--- config.mk ---
export PLATFORM = sky130hd
export DESIGN_NAME = cdb_arbiter
export DESIGN_NICKNAME = d
export VERILOG_FILES = /design/src/rtl/cdb_arbiter.sv
export SDC_FILE = /design/constraint.sdc
export NUM_CORES = 1
export LEC_CHECK = 0
export CAP_MARGIN = 20
export CELL_PAD_IN_SITES_DETAIL_PLACEMENT = 1
export CELL_PAD_IN_SITES_GLOBAL_PLACEMENT = 2
export CORE_ASPECT_RATIO = 1.4
export CORE_MARGIN = 5
export CORE_UTILIZATION = 38
export CTS_CLUSTER_SIZE = 10
export DETAILED_ROUTE_END_ITERATION = 12
export HOLD_SLACK_MARGIN = 0.1
export PLACE_DENSITY_LB_ADDON = 0.1
export SKIP_LAST_GASP = 1
export SLEW_MARGIN = 20
export SYNTH_ARGS = -nofsm -noshare
export SYNTH_HDL_FRONTEND = slang
export SYNTH_SLANG_ARGS = --single-unit
export TNS_END_PERCENT = 20
--- constraint.sdc ---
create_clock -name clk -period 3.9 [get_ports clk]
set_input_delay 0.78 -clock clk [delete_from_list [all_inputs] [get_ports clk]]
set_output_delay 0.78 -clock clk [all_outputs]
set_load 0.05 [all_outputs]
--- src/rtl/cdb_arbiter.sv ---
// rtl/cdb_arbiter.sv - three-source round-robin common-data-bus arbiter with per-source queues
module cdb_arbiter #(
    parameter int DATA_W = 32,
    parameter int TAG_W  = 4,
    parameter int QDEPTH = 2
) (
    input  logic              clk,
    input  logic              rst,
    input  logic              rdy,
    input  logic              jump_wrong,
    input  logic              alu_broadcast,
    input  logic [DATA_W-1:0] alu_cbd_value,
    input  logic [TAG_W-1:0]  alu_update_rename,
    output logic              alu_cdb_ready,
    input  logic              lsb_broadcast,
    input  logic [DATA_W-1:0] lsb_cbd_value,
    input  logic [TAG_W-1:0]  lsb_update_rename,
    output logic              lsb_cdb_ready,
    input  logic              rob_broadcast,
    input  logic [DATA_W-1:0] rob_cbd_value,
    input  logic [TAG_W-1:0]  rob_update_rename,
    output logic              rob_cdb_ready,
    output logic              cdb_valid,
    output logic [DATA_W-1:0] cdb_value,
    output logic [TAG_W-1:0]  cdb_rename,
    output logic [1:0]        cdb_src,
    output logic              overflow_err
);
    localparam int PW = $clog2(QDEPTH);
    localparam int CW = PW + 1;

    logic [2:0]        push, ready, accept, cand, enq, pop;
    logic [DATA_W-1:0] in_val [3];
    logic [TAG_W-1:0]  in_tag [3];
    logic [DATA_W-1:0] mem_val [3][QDEPTH];
    logic [TAG_W-1:0]  mem_tag [3][QDEPTH];
    logic [PW-1:0]     wr_ptr [3];
    logic [PW-1:0]     rd_ptr [3];
    logic [CW-1:0]     cnt [3];
    logic [1:0]        rr_last, gsel, idx;
    logic              found, grant;
    logic [DATA_W-1:0] sel_val;
    logic [TAG_W-1:0]  sel_tag;

    function automatic logic [1:0] nxt(input logic [1:0] x);
        return (x == 2'd2) ? 2'd0 : x + 2'd1;
    endfunction

    assign push   = {rob_broadcast, lsb_broadcast, alu_broadcast};
    assign in_val = '{alu_cbd_value, lsb_cbd_value, rob_cbd_value};
    assign in_tag = '{alu_update_rename, lsb_update_rename, rob_update_rename};
    assign alu_cdb_ready = ready[0];
    assign lsb_cdb_ready = ready[1];
    assign rob_cdb_ready = ready[2];

    // Ready looks only at the registered count, so a same-cycle pop never frees a slot early.
    always_comb begin
        for (int s = 0; s < 3; s++) begin
            ready[s]  = rdy & ~jump_wrong & (cnt[s] < CW'(QDEPTH));
            accept[s] = push[s] & ready[s];
            cand[s]   = (cnt[s] != '0) | accept[s];
        end
    end

    always_comb begin
        found = 1'b0;
        gsel  = 2'd0;
        idx   = nxt(rr_last);
        for (int k = 0; k < 3; k++) begin
            if (!found && cand[idx]) begin
                found = 1'b1;
                gsel  = idx;
            end
            idx = nxt(idx);
        end
        grant = rdy & ~jump_wrong & found;
    end

    // A granted source pops its head if it has one, otherwise its push bypasses the queue.
    always_comb begin
        sel_val = '0;
        sel_tag = '0;
        for (int s = 0; s < 3; s++) begin
            pop[s] = grant & (gsel == 2'(s)) & (cnt[s] != '0);
            enq[s] = accept[s] & ~(grant & (gsel == 2'(s)) & (cnt[s] == '0));
            if (gsel == 2'(s)) begin
                sel_val = (cnt[s] != '0) ? mem_val[s][rd_ptr[s]] : in_val[s];
                sel_tag = (cnt[s] != '0) ? mem_tag[s][rd_ptr[s]] : in_tag[s];
            end
        end
    end

    always_ff @(posedge clk) begin
        for (int s = 0; s < 3; s++) begin
            if (enq[s]) begin
                mem_val[s][wr_ptr[s]] <= in_val[s];
                mem_tag[s][wr_ptr[s]] <= in_tag[s];
            end
        end
    end

    always_ff @(posedge clk or negedge rst) begin
        if (!rst) begin
            for (int s = 0; s < 3; s++) begin
                cnt[s]    <= '0;
                wr_ptr[s] <= '0;
                rd_ptr[s] <= '0;
            end
            rr_last      <= 2'd2;
            cdb_valid    <= 1'b0;
            cdb_value    <= '0;
            cdb_rename   <= '0;
            cdb_src      <= 2'd0;
            overflow_err <= 1'b0;
        end else begin
            if (|(push & ~ready)) overflow_err <= 1'b1;
            if (jump_wrong) begin
                for (int s = 0; s < 3; s++) begin
                    cnt[s]    <= '0;
                    wr_ptr[s] <= '0;
                    rd_ptr[s] <= '0;
                end
                rr_last   <= 2'd2;
                cdb_valid <= 1'b0;
            end else if (!rdy) begin
                cdb_valid <= 1'b0;
            end else begin
                for (int s = 0; s < 3; s++) begin
                    wr_ptr[s] <= wr_ptr[s] + PW'(enq[s]);
                    rd_ptr[s] <= rd_ptr[s] + PW'(pop[s]);
                    cnt[s]    <= cnt[s] + CW'(enq[s]) - CW'(pop[s]);
                end
                cdb_valid <= grant;
                if (grant) begin
                    rr_last    <= gsel;
                    cdb_value  <= sel_val;
                    cdb_rename <= sel_tag;
                    cdb_src    <= gsel;
                end
            end
        end
    end
endmodule
---- Word level (Yosys, flattened, before mapping) ----
Memories as Yosys holds them, arrays and structs flattened.
Cells that the tools add are included.
cells by class
  $add $sub $neg .......................... 15
  magnitude comparators ................... 15
  eq/ne operators ......................... 5
  muxes and demuxes ....................... 77
  bitwise logic cells ..................... 35
  reduce and logical (&&, ||, !) cells .... 19
operator list
  cell                                                                   count
  32-bit two-way mux                                                     18
  64-bit two-way mux                                                     3
  32-bit demux with 1-bit select                                         3
  4-bit two-way mux                                                      18
  8-bit two-way mux                                                      3
  1-bit bitwise AND                                                      20
  2-bit two-way mux                                                      9
  4-bit demux with 1-bit select                                          3
  2-bit >= comparator (second input constant)                            6
  3-bit two-way mux                                                      4
  6-bit two-way mux                                                      2
  1-bit inverter with 2-bit output                                       6
  1-bit two-way mux                                                      11
  2-bit nonzero test                                                     5
  2-bit by 3-bit < comparator with 1-bit output (second input constant)  3
  2-bit == test (second input constant)                                  4
  2-bit zero test                                                        4
  1-bit adder                                                            6
  2-bit by 1-bit adder with 2-bit output                                 3
  2-bit by 1-bit adder with 2-bit output (second input constant)         3
  1-bit binary-select mux with 2-bit select                              3
  2-bit by 1-bit < comparator with 1-bit output (second input constant)  3
  2-bit < comparator (second input constant)                             3
  2-bit by 1-bit subtractor with 2-bit output                            3
  10 further kinds                                                       20
word-level totals
  bits in registers ....................... 54
  memory bits (writable) .................. 216
  bits of input ports ..................... 115
  output and inout bits ................... 43
  logic and storage cells ................. 183
  memories ................................ 2
memories
  memory   depth  bits a word  read ports  clocked after Yosys merged registers in  wr ports  RTL line  RTL
  mem_val  3      64           3           0                                        3         35        logic [DATA_W-1:0] mem_val [3][QDEPTH];
  mem_tag  3      8            3           0                                        3         36        logic [TAG_W-1:0] mem_tag [3][QDEPTH];

---- Longest topological paths before layout ----
Gate-level depths: netlist of run 1.
  depth after elaboration ................. 23
  gate-level depth with buffers ........... 14
  gate-level depth less buffers ........... 12

---- Worst setup path before layout of run 1 ----
No wires, ideal clock.
  kind .................................... input to register
  start point ............................. in jump_wrong
  end point ............................... mem mem_tag[0][12] (netlist bit) (enable)
  setup time .............................. 0.397 ns
  arrival time ............................ 3.302 ns
  required time ........................... 3.503 ns
  path slack .............................. 0.202 ns
  stages on the path ...................... 7
  buffers on the path ..................... 2
  cells stage by stage .................... buf_6 > nand2b_1 > clkbuf_1 > nor2_1 > nand2_1 > a21oi_1 > ha_1
RTL lines
  element             RTL line  RTL
  start: declaration  10        input logic jump_wrong,
  end: declaration    36

---- Worst setup path after layout of run 1 ----
  start point ............................. in rdy
  end point ............................... out alu_cdb_ready
between the ends
  longest elaborated chain between the ends .. 2
RTL lines
  element                         RTL line  RTL
  start: declaration              9         input logic rdy,
  1-bit bitwise AND (2 in a row)  59        ready[s] = rdy & ~jump_wrong & (cnt[s] < CW'(QDEPTH));
  end: declaration                14        output logic alu_cdb_ready,
No other way between the ends.

==> results of run 1 <==
[per-layer routing]
metal	vias to the layer above	track usage, %	routed length, µm	share of wire, %
met5	-	0	0	0
met4	0	6.718	1288	3.8
met3	54	2.569	1153	3.4
met2	150	34.47	18280	53
met1	3929	22.43	13590	40
li1	3747	-	-	-
[sequential cells by signal (all words and copies together) (netlist names)]
register	count
mem_val	192
cdb_src	2
cdb_valid	1
overflow_err	1
cdb_rename	4
cnt	6
cdb_value	32
wr_ptr	3
rr_last	2
mem_tag	24
rd_ptr	3
[power breakdown]
part           switching [W]  internal (W)  total [W]
Clock                0.00109       0.00148    0.00257
Sequential         0.0000732       0.00322    0.00329
Combinational       0.000655      0.000395    0.00105
[worst paths after layout]
path | startpoint | end | slack [ns]
setup / recovery | rdy | alu_cdb_ready | 0.83
hold / removal | rst | cnt[4] | 0.31
setup reg to reg | cnt[3] | cnt[1] | 1.20
hold reg to reg | overflow_err | overflow_err | 0.48
max in group asynchronous | rst | cdb_value[16] | 2.71
min in group clk | overflow_err | overflow_err | 0.48
[stage by stage]
step / util, % / worst slack, ns / instances / hold WS [ns] / power, W
4_1_cts: 48.06 / 0.8322 / 1465 / 0.3401 / 0.007013
5_1_grt: 48.06 / 0.7028 / 1465 / 0.3662 / 0.007211
3_3_place_gp: 45.28 / 0.4172 / 1408 / 0.4704 / 0.004407
3_5_place_dp: 45.28 / 0.3922 / 1408 / 0.4712 / 0.004424
2_1_floorplan: - / 0.2015 / 890 / 0.4844 / 0.003928
6_report: 48.08 / 0.8317 / 1467 / 0.3128 / 0.006917
[layout by cell type, fill, tap and decap left out, drive strengths merged, types with 12 or more instances in the layout]
cell type,Yosys,final
nor2,131,131
a21oi,49,49
buf,38,41
mux2i,113,113
clkbuf,33,56
clkdlybuf4s50,0,153
a221oi,72,72
inv,16,16
edfxtp,216,216
o21ai,41,41
a311oi,36,36
nand2,41,41
dfrtp,53,53
ha,12,12
[final cells by class]
type / count / share of cell area, %
antenna: 2 / 0.03294
clock buffer: 56 / 5.723
clock inverter: 1 / 0.05765
inverter: 17 / 0.4200
multi-input combinational: 532 / 25.74
sequential: 270 / 51.62
tap: 395 / 3.253
timing repair buffer: 194 / 13.16
[critical path: cells and delay by family]
family	cells	cell delay [ns]
and+or+nand+nor	2	0.37
buffers and inverters	3	1.12
[cells by family after synthesis]
logic type / after synthesis / share of synthesized area, %
muxes: 114 / 9.425
adders and majority gates: 12 / 1.239
DFF: 270 / 64.67
AOI/OAI and AO/OA: 212 / 14.50
buffers and inverters: 88 / 3.396
and+or+nand+nor: 188 / 6.328
xor gates and xnor gates: 6 / 0.4336
==> results.txt, run 1 <==
For the total of warnings raised by yosys, the log shows 0. At the end of routability-driven placement, the weighted congestion stood at 0.8307. The flow ran to the end, and the final reports show no timing, DRC or antenna violations. The tools report the root buffer cell as sky130_fd_sc_hd__clkbuf_16. In this run the worst hold path is classified as primary input to asynchronous set/reset pin. The number of levels the H-tree was split into came out at 1. The number of iterations in the first detailed-routing pass came out at 4. The run gives 64.67% as the share of synthesized area occupied by flip-flops and latches. At the worst endpoint, the required time is 3.12 ns.

Global routing used 18.80% of the available tracks across all layers. The number of enable flip-flop cells after synthesis was 216. The count of instances resized after the clock tree is built is 0. After the first detailed-routing iteration, the DRC count stood at 381.

In this run the remaining antenna-violating nets after routing total 0. The clock-pin slew of the registers on the worst-case setup and hold paths was 0.05 ns. Across the routed clock network, the largest skew measured is 0.01422 ns. The largest single stage delay on the critical path is 0.73 ns.

The logs give 0.01431 mm² for the placed standard-cell area and 1,173 for the layout net count. Once detailed placement completed, the half-perimeter wirelength came to 23.36 mm. Main flop type after synthesis: sky130_fd_sc_hd__edfxtp_1. After synthesis, the largest area contributor takes up 53.52% of total cell area. In this run the power density over the cells is 455.3 mW/mm². The dominant cell by count in the synthesized netlist was sky130_fd_sc_hd__edfxtp_1. The worst-case vdd ir drop was 0.2939 mV. The total core area came out at 0.03160 mm². The cell row count was 77; the largest net degree at the start of global routing was 57.

Setup repair after global routing left no endpoint under its margin. On the critical path, the stage with the largest delay is an instance of sky130_fd_sc_hd__clkdlybuf4s50_1. The run gives 41.28% as the relative max-transition margin. 158 I/O pins were placed. The data arrival time at the worst-slack endpoint came out at 2.29 ns.

After routing, the total negative slack on setup checks comes to 0 ns. The number of cells on the worst reg-to-reg path is 11, and the share of synthesized registers carrying an async set or reset is 20.00%. The critical path is of the primary input to primary output type. The first global-routing pass estimated 51.99 mm of wire.

The transition time at the pin with the least slew margin is 0.8808 ns. TritonCTS built the clock tree. The tools report the number of hold-slack violations in the final timing report as 0. Dividing the detail-routed wire length by the instance count gives 23.39 µm. The run gives 0.55 ns as the worst-skew pair later-pin latency. Setup violations remaining at the end of the flow were counted as 0. After routing the design area is 0.01519 mm². Of the cells placed in the final design, the portion with a size suffix greater than 1 is 11.78%.

The initial utilization of the core area, before any placement, comes to 38.36%. The filler cells instantiated in the layout total 3,222. The worst setup path is captured at a primary output. In this run the deepest clock path goes through 3 buffers. Post-synthesis cell type with the largest combined area: sky130_fd_sc_hd__edfxtp_1. The number of clock buffers added by TritonCTS is 31. The highest attainable clock frequency was 325.9 MHz.

After synthesis, the netlist uses 50 different library cells. Summed over all layers, the global routing overflow is 0. For this design the static power due to leakage is 5.084 nW.

Measured along the x axis, the die boundary spans 160.9 µm. The worst setup path is launched from a primary input. The chip height was 221.3 µm; the cell area after synthesis was 0.01212 mm².

The average instance in the mapped netlist occupies 13.62 µm². The run gives 2 as the initial antenna violation count. The count of buffers added on input and output ports is 157.

The worst-path maximum fanout was 11; the final period utilization was 78.67%. The clock sink count came out at 270. The synthesized instance count came out at 890. Counting every net in the synthesized netlist gives 1,017. The run gives 0 as the final-report max-slew violation count.

Once the clock tree was built, the setup fixing pass inserted 0 buffers. The sequential cell area is 0.007843 mm². For this run, design rule violations remaining after detail routing come to 0. For the number of global-route vias before repair, the log shows 8,402. Number of max-cap violations: 0. Synthesis-to-finish area growth: 25.35%. Sorting the synthesized cells by area gives the leading types as sky130_fd_sc_hd__edfxtp_1, sky130_fd_sc_hd__dfrtp_1, sky130_fd_sc_hd__mux2i_1. In the final layout, the multi-input gates occupy 0.003910 mm². The minimum clock period after layout was 3.068 ns.

Hold buffer count at CTS: 0. The sum of routed wire length over all layers is 34.31 mm. The register bit total from synthesis is 270, and the area enclosed by the die boundary is 0.03562 mm².

The signal on the critical path passes through clkdlybuf4s50_1 -> nand2b_1 -> buf_4 -> nor2_1 -> buf_12. The tools report the total via count after detailed routing as 7,880. By count the netlist is led by sky130_fd_sc_hd__edfxtp_1, sky130_fd_sc_hd__nor2_1, sky130_fd_sc_hd__mux2i_1. The number of vias per cell after detailed routing was 5.372.
(Power assumes the default switching activity.)
==> inputs of run 2 (changes only) <==
--- a/config.mk
+++ b/config.mk
@@ -10,7 +10,7 @@
 export CELL_PAD_IN_SITES_GLOBAL_PLACEMENT = 2
 export CORE_ASPECT_RATIO = 1.4
 export CORE_MARGIN = 5
-export CORE_UTILIZATION = 38
+export CORE_UTILIZATION = 35
 export CTS_CLUSTER_SIZE = 10
 export DETAILED_ROUTE_END_ITERATION = 12
 export HOLD_SLACK_MARGIN = 0.1
==> constraint.sdc (replaced) <==
create_clock -name clk -period 2.8 [get_ports clk]
set_input_delay 0.56 -clock clk [delete_from_list [all_inputs] [get_ports clk]]
set_output_delay 0.56 -clock clk [all_outputs]
set_load 0.05 [all_outputs]
==> run 2 against run 1 <==
  * Sequential power up 40%
  * Clock power up 39%
  * Sequential share of layout area down 2.4 points
  * Clock skew up 0.014 ns
  * Combinational power up 53%
  * Utilization down 1.4 points
  * Wire length up 5.2%
  * Cell count up 7.7%
  * Critical endpoint is now rob_cdb_ready
==> results.txt, run 2 (synthesis gave the netlist of run 1 again) <==
The logs give 16.5% (was 15.2%) for the fraction of power consumed by combinational cells and 0 (unchanged) for the count of instances resized after the clock tree is built. The fraction of power spent switching nets came out at 26.69% (was 26.27%). The clock-pin slew of the registers on the worst-case setup and hold paths was 0.06 ns (was 0.05 ns); the number of levels the H-tree was split into was 1 (unchanged).

The largest net degree at the start of global routing is 75 (was 57), and the overall track demand over capacity in global routing is 18.33% (was 18.80%). The ratio of total power to cell area came out at 612.2 mW/mm² (was 455.3 mW/mm²). The cell area after layout came out at 0.01594 mm² (was 0.01519 mm²). For the required time at the worst-slack endpoint, the log shows 2.24 ns (was 3.12 ns). The tools report the internal power as 0.007155 W (was 0.005100 W).

Post-route antenna net violation count: 0 (unchanged). The net switching power of the design is 0.002605 W (was 0.001817 W). The logs give 0.58 ns (was 0.55 ns) for the worst-skew pair later-pin latency and 1,239 (was 1,173) for the layout net count. The tools report the area enclosed by the die boundary as 0.03850 mm² (was 0.03562 mm²). The path class of the lowest-slack min-delay path was flip-flop to flip-flop (was primary input to asynchronous set/reset pin). Derived from the worst setup path, the maximum achievable clock frequency is 412.5 MHz.

The run gives 25.42 mm (was 23.36 mm) as the estimated wirelength of the detail-placed design. The endpoint kind of the worst setup timing path is a primary output (unchanged). Highest-count cells in the layout ignoring fill and taps: sky130_fd_sc_hd__edfxtp_1, sky130_fd_sc_hd__clkdlybuf4s50_1, sky130_fd_sc_hd__nor2_1 (unchanged). The final-report max-slew violation count is 0 (unchanged), and the clock sink count is 270 (unchanged).

Number of endpoints failing setup at the final stage: 0 (unchanged). The part of the total power dissipated in sequential elements is 47.1% (was 47.6%). Share of cells above drive strength 1: 17.63% (was 11.78%). The flow ran to the end, and the final reports show no timing, DRC or antenna violations.

The worst-path maximum fanout was 7 (was 11). The tools report the placement-stage worst setup slack as -0.1562 ns (was 0.3922 ns). The number of vias per cell after detailed routing is 5.130 (was 5.372), and the number of antenna cells inserted is 0 (was 2).

The chip height is 230.2 µm (was 221.3 µm). The initial antenna violation count is 0 (was 2). For the iteration-0 DRC count of the detailed router, the log shows 402 (was 381). Launching element type of the critical path: a primary input (unchanged). The logs give 48.24% (was 41.28%) for the relative max-transition margin and 8,711 (was 8,402) for the number of global-route vias before repair. The starting utilization of the core area was 35.51% (was 38.36%); the transition time at the pin with the least slew margin was 0.7764 ns (was 0.8808 ns). The routed design could run at a clock period as short as 2.424 ns.

The static leakage power was 5.458 nW (was 5.084 nW); the die width was 167.3 µm (was 160.9 µm). Of the available clock period, the critical path in the final layout requires 86.57%. The run gives 0.01508 mm² (was 0.01431 mm²) as the placed standard-cell area. For the number of hold-slack violations in the final timing report, the log shows 0 (unchanged). The root buffer cell is sky130_fd_sc_hd__clkbuf_16 (unchanged). The worst clock skew on the final layout was 0.02872 ns (was 0.01422 ns); the wire length per cell was 22.85 µm (was 23.39 µm). The tools report the worst setup path startpoint as jump_wrong (was rdy).

The logs give 31 (unchanged) for the number of buffers added by the clock tree synthesis step and 8,105 (was 7,880) for the total via count after detailed routing. The number of iterations in the first detailed-routing pass was 4 (unchanged). Classification of the worst setup path: primary input to primary output (unchanged). Cell row count: 80 (was 77).

The sum of routed wire length over all layers is 36.11 mm (was 34.31 mm), and the number of buffers added on ports is 157 (unchanged). For the data arrival time at the worst-slack endpoint, the log shows 1.86 ns (was 2.29 ns). Setup repair after global routing left no endpoint under its margin. For the setup slack of the critical path after layout, the log shows 0.3759 ns (was 0.8317 ns). The most frequent standard cell in the layout excluding fill and tap cells was sky130_fd_sc_hd__edfxtp_1 (unchanged). The startpoint of the lowest-slack register-to-register path was cnt[5] (was cnt[3]).

For the I/O pin total, the log shows 158 (unchanged). Largest buffer count on any clock path: 3 (unchanged). The number of flip-flops in the largest register is 192 (unchanged), and the first-pass GRT wire length is 53.87 mm (was 51.99 mm). The overall power of the completed layout was 0.009760 W (was 0.006917 W); the number of max-cap violations was 0 (unchanged).

The tools report the startpoint of the worst hold path as overflow_err. The number of design rule violations left after detail routing is 0 (unchanged). TritonCTS built the clock tree. Total core area: 0.03413 mm² (was 0.03160 mm²).

The total grt overflow is 0 (unchanged), and the worst-case vdd ir drop is 0.4054 mV (was 0.2939 mV). Total of fill cells in the finished design: 3,436 (was 3,222). The synthesis-to-finish area growth is 31.55% (was 25.35%).

The run gives 0.7893 (was 0.8307) as the global placer's final weighted congestion. The tools report the buffer count from post-CTS setup fixing as 0 (unchanged). The share of power burned in the clock network is 36.5% (was 37.2%).
-- run 2: changes by cell type in the layout (fill, tap and decap cells not counted), moves of 3 or more --
cell and change:
sky130_fd_sc_hd__buf_12 +14, sky130_fd_sc_hd__ha_1 -4, sky130_fd_sc_hd__nor2_2 +3, sky130_fd_sc_hd__clkbuf_1 -9
sky130_fd_sc_hd__buf_4 +51, sky130_fd_sc_hd__nor2_1 -3
-- run 2: worst paths after layout --
| path | cells after the start | endpoint | slack (ns) |
|---|---|---|---|
| min in group asynchronous | 2 | cnt[5] | 0.56 |
| min reg2reg | 2 | overflow_err | 0.48 |
| max in group asynchronous | 3 | cdb_value[6] | 1.60 |
| min | 2 | overflow_err | 0.48 |
| max | 6 | rob_cdb_ready | 0.38 |
| max reg2reg | 12 | cnt[3] | 0.43 |
-- run 2: cell type report --
cell class / count / area, µm² / share of cell area [%]
Sequential cell: 270 / 7843 / 49.19
Timing Repair Buffer: 260 / 2673 / 16.76
Clock inverter: 3 / 17.52 / 0.1099
Clock buffer: 47 / 835.8 / 5.242
Inverter: 17 / 63.81 / 0.4002
Multi-Input combinational cell: 532 / 3948 / 24.76
Tap cell: 451 / 564.3 / 3.539
-- run 2: repair_timing --
item,CTS,global route
hold endpoints to repair,23,0
hold buffers,1,0
endpoints found under the setup margin,0,0
-- run 2: stage by stage --
stage               utilization, %  hold slack, ns  TNS [ns]  instances
CTS                          46.71          0.4952         0       1580
detailed placement           44.18          0.4722    -11.93       1529
global placement             44.18          0.4744    -10.81       1529
finish                       46.71          0.4798         0       1580
global route                 46.71          0.5376         0       1580
floorplan                        -          0.2644    -20.44        890
-- run 2: power by group through the flow --
stage          Clock [W]  Sequential [W]  Combinational (W)
6_report         0.00356         0.00459            0.00161
3_3_place_gp           0         0.00468            0.00162
5_1_grt          0.00385         0.00461            0.00171
3_5_place_dp           0         0.00468            0.00163
2_1_floorplan          0         0.00501           0.000462
4_1_cts          0.00368         0.00460            0.00164
-- run 2: metal layers --
metal	part of all wire (%)	vias up	GRT usage [%]	wire, µm
met1	38	4051	20.40	13670
met4	2.7	0	5.811	963
met5	0	-	0	0
li1	-	3872	-	-
met2	56	141	35.69	20280
met3	3.3	41	2.509	1193
-- run 2: worst max-delay path, stage by stage --
cell	delay [ns]
sky130_fd_sc_hd__clkdlybuf4s50_1	0.54
sky130_fd_sc_hd__nand2b_1	0.23
sky130_fd_sc_hd__buf_4	0.20
sky130_fd_sc_hd__nor2_2	0.05
sky130_fd_sc_hd__buf_4	0.14
sky130_fd_sc_hd__buf_12	0.14
